$ cat config.mk
export PLATFORM = sky130hd
export DESIGN_NAME = reflet_rom_prefetch
export DESIGN_NICKNAME = d
export VERILOG_FILES = /design/src/rtl/reflet_rom_prefetch_pkg.sv /design/src/rtl/reflet_rom_prefetch_fifo.sv /design/src/rtl/reflet_rom_prefetch.sv
export SDC_FILE = /design/constraint.sdc
export NUM_CORES = 1
export LEC_CHECK = 0
export CELL_PAD_IN_SITES_DETAIL_PLACEMENT = 1
export CELL_PAD_IN_SITES_GLOBAL_PLACEMENT = 2
export CORE_UTILIZATION = 30
export CTS_CLUSTER_SIZE = 25
export DETAILED_ROUTE_END_ITERATION = 6
export GPL_ROUTABILITY_DRIVEN = 0
export PLACE_DENSITY_LB_ADDON = 0.1
export RECOVER_POWER = 25
export SLEW_MARGIN = 10
export SYNTH_ARGS = -nofsm -noshare
export SYNTH_HDL_FRONTEND = slang
export SYNTH_SLANG_ARGS = --single-unit
$ cat constraint.sdc
create_clock -name clk -period 3.3 [get_ports clk]
set_input_delay 0.66 -clock clk [delete_from_list [all_inputs] [get_ports clk]]
set_output_delay 0.66 -clock clk [all_outputs]
set_load 0.005 [all_outputs]
$ cat src/rtl/reflet_rom_prefetch_pkg.sv
// Shared definitions for the Reflet ROM prefetch stage: fetch states, boot defaults and
// header byte selection.
package reflet_rom_prefetch_pkg;

  typedef enum logic [1:0] {
    ST_IDLE = 2'd0,
    ST_HDR  = 2'd1,
    ST_RUN  = 2'd2,
    ST_HALT = 2'd3
  } fetch_state_e;

  localparam logic [31:0] MAGIC_DEFAULT      = 32'h4153524D;
  localparam logic [8:0]  START_ADDR_DEFAULT = 9'h004;

  // Byte 0 of the header is the most significant byte of the magic word.
  function automatic logic [7:0] magic_byte(input logic [31:0] magic, input logic [1:0] idx);
    case (idx)
      2'd0:    return magic[31:24];
      2'd1:    return magic[23:16];
      2'd2:    return magic[15:8];
      default: return magic[7:0];
    endcase
  endfunction

endpackage

$ cat src/rtl/reflet_rom_prefetch_fifo.sv
// Synchronous prefetch FIFO holding {byte, pc} entries; flush empties it in one edge.
module reflet_rom_prefetch_fifo #(
  parameter int WIDTH = 17,
  parameter int DEPTH = 4
) (
  input  logic                     clk,
  input  logic                     reset,
  input  logic                     flush,
  input  logic                     push,
  input  logic [WIDTH-1:0]         push_data,
  input  logic                     pop,
  output logic [WIDTH-1:0]         head_data,
  output logic                     empty,
  output logic [$clog2(DEPTH):0]   count
);

  localparam int PTR_W = $clog2(DEPTH);
  localparam int CNT_W = PTR_W + 1;

  logic [WIDTH-1:0] mem_q [DEPTH];
  logic [WIDTH-1:0] mem_d [DEPTH];
  logic [PTR_W-1:0] wr_ptr_q, wr_ptr_d;
  logic [PTR_W-1:0] rd_ptr_q, rd_ptr_d;
  logic [CNT_W-1:0] count_q, count_d;
  logic             full;
  logic             do_push;
  logic             do_pop;

  always_comb begin
    full     = (count_q == CNT_W'(DEPTH));
    do_pop   = pop && (count_q != '0);
    do_push  = push && (!full || do_pop);
    mem_d    = mem_q;
    wr_ptr_d = wr_ptr_q;
    rd_ptr_d = rd_ptr_q;
    count_d  = count_q;
    if (flush) begin
      wr_ptr_d = '0;
      rd_ptr_d = '0;
      count_d  = '0;
    end else begin
      if (do_push) begin
        mem_d[wr_ptr_q] = push_data;
        wr_ptr_d        = wr_ptr_q + PTR_W'(1);
      end
      if (do_pop) rd_ptr_d = rd_ptr_q + PTR_W'(1);
      count_d = count_q + CNT_W'(do_push) - CNT_W'(do_pop);
    end
  end

  always_ff @(posedge clk or negedge reset) begin
    if (!reset) begin
      for (int i = 0; i < DEPTH; i++) mem_q[i] <= '0;
      wr_ptr_q <= '0;
      rd_ptr_q <= '0;
      count_q  <= '0;
    end else begin
      mem_q    <= mem_d;
      wr_ptr_q <= wr_ptr_d;
      rd_ptr_q <= rd_ptr_d;
      count_q  <= count_d;
    end
  end

  assign head_data = mem_q[rd_ptr_q];
  assign empty     = (count_q == '0);
  assign count     = count_q;

endmodule

$ cat src/rtl/reflet_rom_prefetch.sv
// Reflet fetch stage: boot header check, then ROM streaming into a prefetch FIFO with
// jump redirect. States: IDLE boot | HDR header check | RUN streaming | HALT bad header.
module reflet_rom_prefetch
  import reflet_rom_prefetch_pkg::*;
#(
  parameter int                 ADDR_W       = 9,
  parameter int                 DATA_W       = 8,
  parameter int                 DEPTH        = 4,
  parameter logic [ADDR_W-1:0]  START_ADDR   = START_ADDR_DEFAULT,
  parameter bit                 CHECK_HEADER = 1'b1,
  parameter logic [31:0]        MAGIC        = MAGIC_DEFAULT
) (
  input  logic              clk,
  input  logic              reset,
  output logic [ADDR_W-1:0] rom_addr,
  output logic              rom_en,
  input  logic [DATA_W-1:0] rom_data,
  input  logic              jump,
  input  logic [ADDR_W-1:0] jump_addr,
  output logic [DATA_W-1:0] instr,
  output logic [ADDR_W-1:0] instr_pc,
  output logic              instr_valid,
  input  logic              instr_ready,
  output logic              header_ok,
  output logic              header_err
);

  localparam int ENTRY_W = DATA_W + ADDR_W;

  fetch_state_e      state_q, state_d;
  logic [ADDR_W-1:0] rom_addr_q, rom_addr_d;
  logic              inflight_q, inflight_d;
  logic [ADDR_W-1:0] inflight_pc_q, inflight_pc_d;
  logic              inflight_epoch_q, inflight_epoch_d;
  logic              epoch_q, epoch_d;
  logic              header_ok_q, header_ok_d;
  logic              header_err_q, header_err_d;

  logic               issue;
  logic               push;
  logic               pop;
  logic               flush;
  logic [ENTRY_W-1:0] head_data;
  logic               fifo_empty;
  logic [$clog2(DEPTH):0] fifo_count;

  always_comb begin
    state_d          = state_q;
    rom_addr_d       = rom_addr_q;
    inflight_d       = 1'b0;
    inflight_pc_d    = inflight_pc_q;
    inflight_epoch_d = inflight_epoch_q;
    epoch_d          = epoch_q;
    header_ok_d      = header_ok_q;
    header_err_d     = header_err_q;
    issue            = 1'b0;
    push             = 1'b0;
    flush            = 1'b0;
    case (state_q)
      ST_IDLE: begin
        if (CHECK_HEADER) begin
          state_d = ST_HDR;
        end else begin
          state_d    = ST_RUN;
          rom_addr_d = START_ADDR;
        end
      end
      ST_HDR: begin
        issue = (rom_addr_q < ADDR_W'(4));
        if (inflight_q) begin
          if (rom_data != magic_byte(MAGIC, inflight_pc_q[1:0])) begin
            header_err_d = 1'b1;
            state_d      = ST_HALT;
            issue        = 1'b0;
          end else if (inflight_pc_q[1:0] == 2'd3) begin
            header_ok_d = 1'b1;
            state_d     = ST_RUN;
            rom_addr_d  = START_ADDR;
          end
        end
      end
      ST_RUN: begin
        if (jump) begin
          // Flush and retarget; any return still on the ROM bus belongs to the old epoch.
          flush      = 1'b1;
          epoch_d    = ~epoch_q;
          rom_addr_d = jump_addr;
        end else begin
          push  = inflight_q && (inflight_epoch_q == epoch_q);
          issue = (int'(fifo_count) + int'(inflight_q)) < DEPTH;
        end
      end
      default: ;
    endcase
    if (issue) begin
      rom_addr_d       = rom_addr_q + ADDR_W'(1);
      inflight_d       = 1'b1;
      inflight_pc_d    = rom_addr_q;
      inflight_epoch_d = epoch_q;
    end
  end

  always_ff @(posedge clk or negedge reset) begin
    if (!reset) begin
      state_q          <= ST_IDLE;
      rom_addr_q       <= '0;
      inflight_q       <= 1'b0;
      inflight_pc_q    <= '0;
      inflight_epoch_q <= 1'b0;
      epoch_q          <= 1'b0;
      header_ok_q      <= 1'b0;
      header_err_q     <= 1'b0;
    end else begin
      state_q          <= state_d;
      rom_addr_q       <= rom_addr_d;
      inflight_q       <= inflight_d;
      inflight_pc_q    <= inflight_pc_d;
      inflight_epoch_q <= inflight_epoch_d;
      epoch_q          <= epoch_d;
      header_ok_q      <= header_ok_d;
      header_err_q     <= header_err_d;
    end
  end

  reflet_rom_prefetch_fifo #(
    .WIDTH (ENTRY_W),
    .DEPTH (DEPTH)
  ) u_fifo (
    .clk       (clk),
    .reset     (reset),
    .flush     (flush),
    .push      (push),
    .push_data ({rom_data, inflight_pc_q}),
    .pop       (pop),
    .head_data (head_data),
    .empty     (fifo_empty),
    .count     (fifo_count)
  );

  assign rom_addr    = rom_addr_q;
  assign rom_en      = (state_q == ST_HDR) || (state_q == ST_RUN);
  assign instr_valid = (state_q == ST_RUN) && !fifo_empty;
  assign pop         = instr_valid && instr_ready;
  assign instr       = instr_valid ? head_data[ENTRY_W-1 -: DATA_W] : '0;
  assign instr_pc    = instr_valid ? head_data[ADDR_W-1:0] : '0;
  assign header_ok   = header_ok_q;
  assign header_err  = header_err_q;

endmodule

Word level (Yosys, flattened, before mapping)
Cells that the tools add are included.

Input port bits: 21. Logic and storage cells: 104. Output and inout port bits: 30. Flip-flop bits (word level): 100.

Bitwise gates (word level): 5. $lt $le $gt $ge: 5. Equality and inequality tests: 14. Add/subtract/negate cells: 6. Mux-type cells: 35. Reductions and logical operators: 24.

Operator list (number): bitwise mux 68 bit (1); two-way mux 9 bit (6); two-way mux 17 bit (3); binary-select mux 17 bit (select 2 bit) (1); demux 17 bit (select 2 bit) (1); two-way mux 8 bit (3); one-hot mux 9 bit (2 select lines) (1); != test 3 bit (second input constant) (5); one-hot mux 5 bit (3 select lines) (1); two-way mux 2 bit (7); adder 9 x 1 -> 9 bit (second input constant) (1); < comparator 9 x 3 -> 1 bit (second input constant) (1); two-way mux 1 bit (8); != test 8 bit (1); == test 2 bit (second input constant) (3); >= comparator 3 bit (second input constant) (2); logical AND 1 bit (6); NOT 2 -> 3 bit (2); AND reduction 3 bit (2); nonzero test 2 bit (3); nonzero test 3 bit (2); AND reduction 5 bit (1); adder 2 x 1 -> 2 bit (second input constant) (2); adder 3 x 1 -> 4 bit (1); other kinds (18) (25).

Logic depth before layout (Yosys ltp)
Gate-level depths: netlist (run 1).

Depth in word-level cells: 10. Depth in mapped cells: 12. Gate-level depth less buffers: 12.

Cells and area by module
A second synthesis (run 1) with hierarchy kept.

Cells, all modules: 387. Area total of the unflattened synthesis: 5024.8 um^2.

By module, submodules not included: reflet_rom_prefetch_fifo (cells an instance 211, seq. area each 1876.8 um^2, area an instance 3450.8 um^2, instances 1); reflet_rom_prefetch (cells an instance 176, seq. area each 625.6 um^2, area an instance 1574.0 um^2, instances 1).

Least setup slack after synthesis (run 1)
OpenSTA, ideal clock, no wires.

Path kind: flip-flop to flip-flop. Start point: register state_q[0]. End point: register u_fifo.count_q[2], in the netlist u_fifo.count[2]. Data arrival time: 2212 ps. Clock period less this slack: 2342 ps. Path buffers: 0. Setup time: 130 ps. Data required time: 3170 ps. Stages on the path, launching flop included: 13. Slack: 958 ps. Cell sequence: dfrtp_1 inv_1 ha_1 inv_1 nor2_1 and2_1 ha_1 inv_1 ha_1 inv_1 fa_1 xnor2_1 nor2_1.

Longest elaborated chain between the ends: 9. Elaborated cells on any way between the ends: 11. Those cells by class: add/sub (2); eq/ne (1); mux (3); reduce/logical (5).

Ends and longest elaborated chain: start: declaration (line reflet_rom_prefetch.sv:30) `fetch_state_e state_q, state_d;`; start signal: assignment (line reflet_rom_prefetch.sv:114) `state_q <= state_d;`; == test 2 bit (*) (line reflet_rom_prefetch.sv:59, reflet_rom_prefetch.sv:142); logical AND 1 bit (line reflet_rom_prefetch.sv:142) `assign instr_valid = (state_q == ST_RUN) && !fifo_empty;`; logical AND 1 bit (line reflet_rom_prefetch.sv:143) `assign pop = instr_valid && instr_ready;`; logical AND 1 bit (line reflet_rom_prefetch_fifo.sv:31) `do_pop = pop && (count_q != '0);`; logical OR 1 bit (line reflet_rom_prefetch_fifo.sv:32) `do_push = push && (!full || do_pop);`; logical AND 1 bit (line reflet_rom_prefetch_fifo.sv:32); adder 3 x 1 -> 3 bit (line reflet_rom_prefetch_fifo.sv:47) `count_d = count_q + CNT_W'(do_push) - CNT_W'(do_pop);`; subtractor 3 x 1 -> 3 bit (line reflet_rom_prefetch_fifo.sv:47); two-way mux 3 bit (*) (line reflet_rom_prefetch_fifo.sv:37) `if (flush) begin`; named net u_fifo.count_d[2] (line reflet_rom_prefetch_fifo.sv:24) `logic [CNT_W-1:0] count_q, count_d;`; end signal: assignment (line reflet_rom_prefetch_fifo.sv:61) `count_q <= count_d;`; end: declaration (line reflet_rom_prefetch_fifo.sv:24).

The timed path passes the listed nets; every way through them passes the cells marked *. A chain may end at the register's enable or synchronous reset.

Worst setup path after layout (run 1)
Start point: register state_q[0]. End point: output port instr_pc[7].

Longest elaborated chain between the ends: 3.

Ends and longest elaborated chain: == test 2 bit (line reflet_rom_prefetch.sv:142); logical AND 1 bit (line reflet_rom_prefetch.sv:142); two-way mux 9 bit (line reflet_rom_prefetch.sv:145) `assign instr_pc = instr_valid ? head_data[ADDR_W-1:0] : '0;`; end: declaration (line reflet_rom_prefetch.sv:21) `output logic [ADDR_W-1:0] instr_pc,`.

No other way between the ends.

==> results.json, run 1 <==
{
  "run_status": "complete, but fails checks",
  "violations": "capacitance limit, slew limit",
  "cap_violations": 1,
  "drc_errors": 0,
  "avgSynthCellArea_sq_um": 13.2,
  "ys.flop_type": "dfrtp_1",
  "layout.nets": 469,
  "ys_seq_area_share_pct": 50.8,
  "dp_slack_ns": 0.481,
  "design.die.area_sq_um": 16900,
  "rows": 46,
  "crit_type": "reg2out",
  "synth_fp_nets": 408,
  "worstSetupStartpointType": "register",
  "setup_tns_ns": 0,
  "cts_resized": 0,
  "slew_headroom_pct": -72.2,
  "worstMarginPinSlew_ns": 2.58,
  "max_freq_mhz": 349,
  "drive_above_1_share_pct": 27.8,
  "dpl.hpwl_mm": 8.51,
  "die_h_um": 130,
  "vias": 3169,
  "ys_top_cells_by_count": "dfrtp_1, mux2_2, nand2_1",
  "grt.total_usage_pct": 16.1,
  "port_buffers": 50,
  "finish.utilization_pct": 38.2,
  "clk_pin_slew_ns": 0.06,
  "wirelength_mm": 12.1,
  "whs_ns": 0.476,
  "grt_max_degree": 58,
  "period_share_pct": 86.9,
  "layout_min_cycle_time_ns": 2.87,
  "crit_required_ns": 2.64,
  "post_cts_buffers": 0,
  "synth_edf_count": 0,
  "h-tree-depth": 3,
  "antenna_found_initial": 0,
  "hold_class": "reg2reg",
  "finalMaxSlewViolations": 44,
  "synthArstFlopShare_pct": 100,
  "synth.top_cell.area_share_pct": 50.8,
  "fin_skew_ns": 0.00749,
  "cts_sinks": 100,
  "power_density_nw_per_um2": 415,
  "hold_violations": 0,
  "clk_path_buf_depth": 2,
  "rsz0062_at_grt": "no",
  "die_w_um": 130,
  "syn_inst": 373,
  "first_global_vias": 3452,
  "ys_seq_elements": 100,
  "grt_overflow": 0,
  "ant_nets": 0,
  "vias_per_cell": 4.84,
  "cts_tree": "built",
  "placed_cell_area_sq_um": 5750,
  "wl_per_cell_um": 18.5,
  "ir_worst_vdd_mv": 0.243,
  "io_pins": 51,
  "yosys_warnings": 0,
  "setup_slack_ns": 0.432,
  "root_buffer": "clkbuf_16",
  "fin_area_sq_um": 6090,
  "grt_pass1_wl_mm": 20.0,
  "antenna_cells": 0,
  "drt_iter0_drc": 182,
  "start_util_pct": 30.9,
  "power.leakage_uw": 0.00285,
  "syn-cell-area_sq_um": 4930,
  "cp_data_arrival_time_ns": 2.21,
  "setup-violations-final": 0,
  "numCtsBuffers": 9,
  "crit_fanout": 19,
  "ys_types": 56,
  "syn_to_final_growth_pct": 23.7,
  "postCtsHoldBufs": 0,
  "core_sq_um": 15900,
  "endpoint_kind": "output pin",
  "clock_latency_ns": 0.35,
  "synth_area_leaders": "dfrtp_1, mux2_2, mux4_2",
  "yosysMostFrequentCell": "dfrtp_1",
  "drt_first_pass_iters": 4,
  "synth_largest_area_cell": "dfrtp_1"
}
placed cells by master (no fill, tap or decap), types with 3 or more instances in the layout:
cell | Yosys | layout
mux2_1 | 8 | 8
ha_1 | 13 | 13
clkdlybuf4s50_1 | 0 | 49
nor2_1 | 12 | 12
a211oi_1 | 3 | 3
o211ai_1 | 3 | 3
bufinv_16 | 0 | 3
nor3_1 | 7 | 7
inv_1 | 11 | 11
a21oi_1 | 7 | 7
mux2_2 | 60 | 60
and2_1 | 24 | 24
a311oi_1 | 3 | 3
xor2_1 | 4 | 4
clkbuf_16 | 0 | 9
xnor2_1 | 4 | 4
mux4_2 | 17 | 17
dfrtp_1 | 100 | 100
nand2_1 | 28 | 28
buf_4 | 4 | 16
and3_1 | 6 | 6
routing by layer:
layer | part of all wire (%) | vias to the layer above | routed length (um) | global-route usage, %
met2 | 46 | 51 | 5620 | 25.0
met4 | 1.8 | 0 | 218 | 6.98
li1 | - | 1460 | - | -
met5 | 0 | - | 0 | 0
met1 | 49 | 1646 | 5920 | 22.4
met3 | 3.1 | 12 | 373 | 2.46
state kept, by name (all words and copies together) (netlist names):
| register | flops |
|---|---|
| header_ok | 1 |
| inflight_q | 1 |
| inflight_epoch_q | 1 |
| header_err | 1 |
| epoch_q | 1 |
| state_q | 2 |
| rom_addr | 9 |
| inflight_pc_q | 9 |
| u_fifo.wr_ptr_q | 2 |
| u_fifo.count | 3 |
| u_fifo.mem_q | 68 |
| u_fifo.rd_ptr_q | 2 |
final cells by class:
class	instances	area, sq um
Clock buffer	12	256
Multi-Input combinational cell	244	2290
Tap cell	216	270
Fill cell	1701	9850
Inverter	12	50.0
Clock inverter	4	95.1
Sequential cell	100	2500
Timing Repair Buffer	67	634
critical path, cell delays in order (launching register included):
cell,delay (ns)
dfrtp_1,0.42
inv_1,0.09
ha_1,0.16
inv_1,0.10
nor2_1,0.12
buf_4,0.26
and2_1,0.20
clkdlybuf4s50_1,0.51
power breakdown:
part           total, uW  switching, uW  leakage (uW)  internal (uW)
Combinational       64.6           39.6       0.00131           25.0
Sequential          1230         0.0170       0.00137           1230
Clock               1240            459      0.000173            782
through the flow:
stage / cells / power, uW
2_1_floorplan: 373 / 1250
3_3_place_gp: 639 / 1320
3_5_place_dp: 639 / 1320
4_1_cts: 655 / 2570
5_1_grt: 655 / 2630
6_report: 655 / 2530
logic make-up (layout without fill, tap and decap cells):
| family | after synthesis | after routing | synth area share [%] |
|---|---|---|---|
| xor gates and xnor gates | 9 | 9 | 1.75 |
| and+or+nand+nor | 96 | 96 | 10.8 |
| AOI/OAI and AO/OA | 39 | 39 | 6.65 |
| adders and majority gates | 14 | 14 | 3.71 |
| DFF | 100 | 100 | 50.8 |
| muxes | 86 | 86 | 23.5 |
| buffers and inverters | 29 | 95 | 2.82 |
path summary, 6_finish.rpt:
kind	from	endpoint	slack (ns)	cells past startpoint
worst min register to register	header_err	header_err	0.48	1
max in group asynchronous	reset	u_fifo.mem_q[21]	0.71	1
worst max-delay path	state_q[0]	instr_pc[7]	0.43	7
worst max register to register	state_q[0]	u_fifo.count[2]	0.71	13
min in group asynchronous	reset	u_fifo.mem_q[65]	1.10	1
worst min-delay path	header_err	header_err	0.48	1
Power figures use the tool's default switching activity.
==> run 2: changes to the inputs <==
Settings changed: CORE_UTILIZATION 30 to 27, SLEW_MARGIN 10 to default.
==> results.json, run 2 (synthesis gave the netlist of run 1 again) <==
{
  "dpl.hpwl_mm": 8.40,
  "largest-register": "u_fifo.mem_q",
  "antenna_found_initial": 0,
  "syn_to_final_growth_pct": 22.1,
  "port_buffers": 50,
  "critPathMaxStageDelay_ns": 0.52,
  "cts_tree": "built",
  "reg2reg_slack_ns": 0.67,
  "h-tree-depth": 3,
  "postCtsHoldBufs": 0,
  "power.leakage_uw": 0.00279,
  "worstSetupStartpointType": "register",
  "rsz0062_at_grt": "no",
  "clk_path_buf_depth": 2,
  "hold_class": "reg2reg",
  "wl_per_cell_um": 19.0,
  "setup_tns_ns": 0,
  "period_share_pct": 88.9,
  "endpoint_kind": "output pin",
  "final_common_cell": "dfrtp_1",
  "setup-violations-final": 0,
  "largest_register_ffs": 68,
  "ant_nets": 0,
  "cts_sinks": 100,
  "vias_per_cell": 4.78,
  "drive_above_1_share_pct": 26.9,
  "grt_pass1_wl_mm": 20.7,
  "clk_pin_slew_ns": 0.07,
  "nFillCells": 1916,
  "antenna_cells": 0,
  "die_h_um": 137,
  "crit_chain": "inv_1, ha_1, inv_1, nor2_1, buf_4, and2_1, clkdlybuf4s50_1",
  "cap_violations": 1,
  "fin_skew_ns": 0.00776,
  "finalMaxSlewViolations": 79,
  "die_w_um": 137,
  "run_status": "complete, but fails checks",
  "drt_iter0_drc": 103,
  "cp_data_arrival_time_ns": 2.27,
  "first_global_vias": 3417,
  "violations": "capacitance limit, slew limit",
  "critical_path.slowest_cell": "clkdlybuf4s50_1",
  "slew_headroom_pct": -33.2,
  "cts_resized": 0,
  "worstMarginPinSlew_ns": 2.00,
  "power_density_nw_per_um2": 392,
  "max_freq_mhz": 341,
  "drt_first_pass_iters": 4,
  "wirelength_mm": 12.6,
  "drc_errors": 0,
  "cp_common_cell": "inv_1",
  "crit_fanout": 19,
  "grt.total_usage_pct": 15.1,
  "rows": 49,
  "layout_common_cells": "dfrtp_1, mux2_2, clkdlybuf4s50_1, nand2_1, and2_1",
  "crit_type": "reg2out",
  "numCtsBuffers": 9,
  "design.die.area_sq_um": 18800,
  "layout.nets": 462,
  "clock_latency_ns": 0.35,
  "root_buffer": "clkbuf_16",
  "layout_min_cycle_time_ns": 2.93,
  "whs_ns": 0.477,
  "core_sq_um": 17900,
  "grt_overflow": 0,
  "start_util_pct": 27.5,
  "crit_required_ns": 2.64,
  "post_cts_buffers": 0,
  "grt_max_degree": 79,
  "vias": 3157,
  "io_pins": 51,
  "hold_violations": 0,
  "ir_worst_vdd_mv": 0.222
}
run 2: cell count changes in the layout (fill, tap and decap cells not counted), sizes merged:
cell	before	now
buf	17	10
clkinv	2	5
bufinv	3	1
clkbuf	13	11
clkinvlp	0	1
run 2: worst max-delay path: cells and delay by family, from the launching register on:
kind	cells	cell delay, ns
AND/OR/NAND/NOR	2	0.32
flip-flops	1	0.41
buffers and inverters	4	0.99
adder cells (fa/ha/maj)	1	0.20
run 2: layout make-up:
cell class                      count  area [sq um]  area share, %
Inverter                           12          50.0          0.832
Sequential cell                   100          2500           41.6
Clock inverter                      6          65.1           1.08
Multi-Input combinational cell    244          2290           38.0
Timing Repair Buffer               60           596           9.90
Tap cell                          229           287           4.76
Clock buffer                       10           229           3.81
run 2: worst paths after layout:
check | from | to | cells after the start
max | state_q[0] | instr_pc[5] | 7
min | header_err | header_err | 1
max reg2reg | inflight_pc_q[0] | rom_addr[2] | 9
min reg2reg | header_err | header_err | 1
max in group asynchronous | reset | u_fifo.mem_q[34] | 1
min in group asynchronous | reset | u_fifo.mem_q[65] | 1
run 2: where the power goes:
part	leakage, uW	internal, uW	switching (uW)	total, uW
Clock	0.000142	589	479	1070
Combinational	0.00128	24.2	40.1	64.3
Sequential	0.00137	1220	0.0167	1220
Total	0.00279	1840	519	2360
run 2: metal layers:
metal	track usage, %	share of wire [%]	vias up
met1	20.4	47	1651
met5	0	0	-
met2	24.1	49	45
li1	-	-	1453
met3	3.67	3.0	8
met4	4.09	1.0	0
run 2: per-stage QoR:
| stage | instance area, sq um | std cells | worst slack, ns | utilization [%] | power [uW] |
|---|---|---|---|---|---|
| 2_1_floorplan | 4930 | 373 | 0.958 | - | 1250 |
| 3_3_place_gp | 5720 | 645 | 0.342 | 32.0 | 1320 |
| 3_5_place_dp | 5720 | 645 | 0.261 | 32.0 | 1320 |
| 4_1_cts | 6020 | 661 | 0.311 | 33.6 | 2400 |
| 5_1_grt | 6010 | 661 | 0.183 | 33.6 | 2460 |
| 6_report | 6010 | 661 | 0.366 | 33.6 | 2360 |
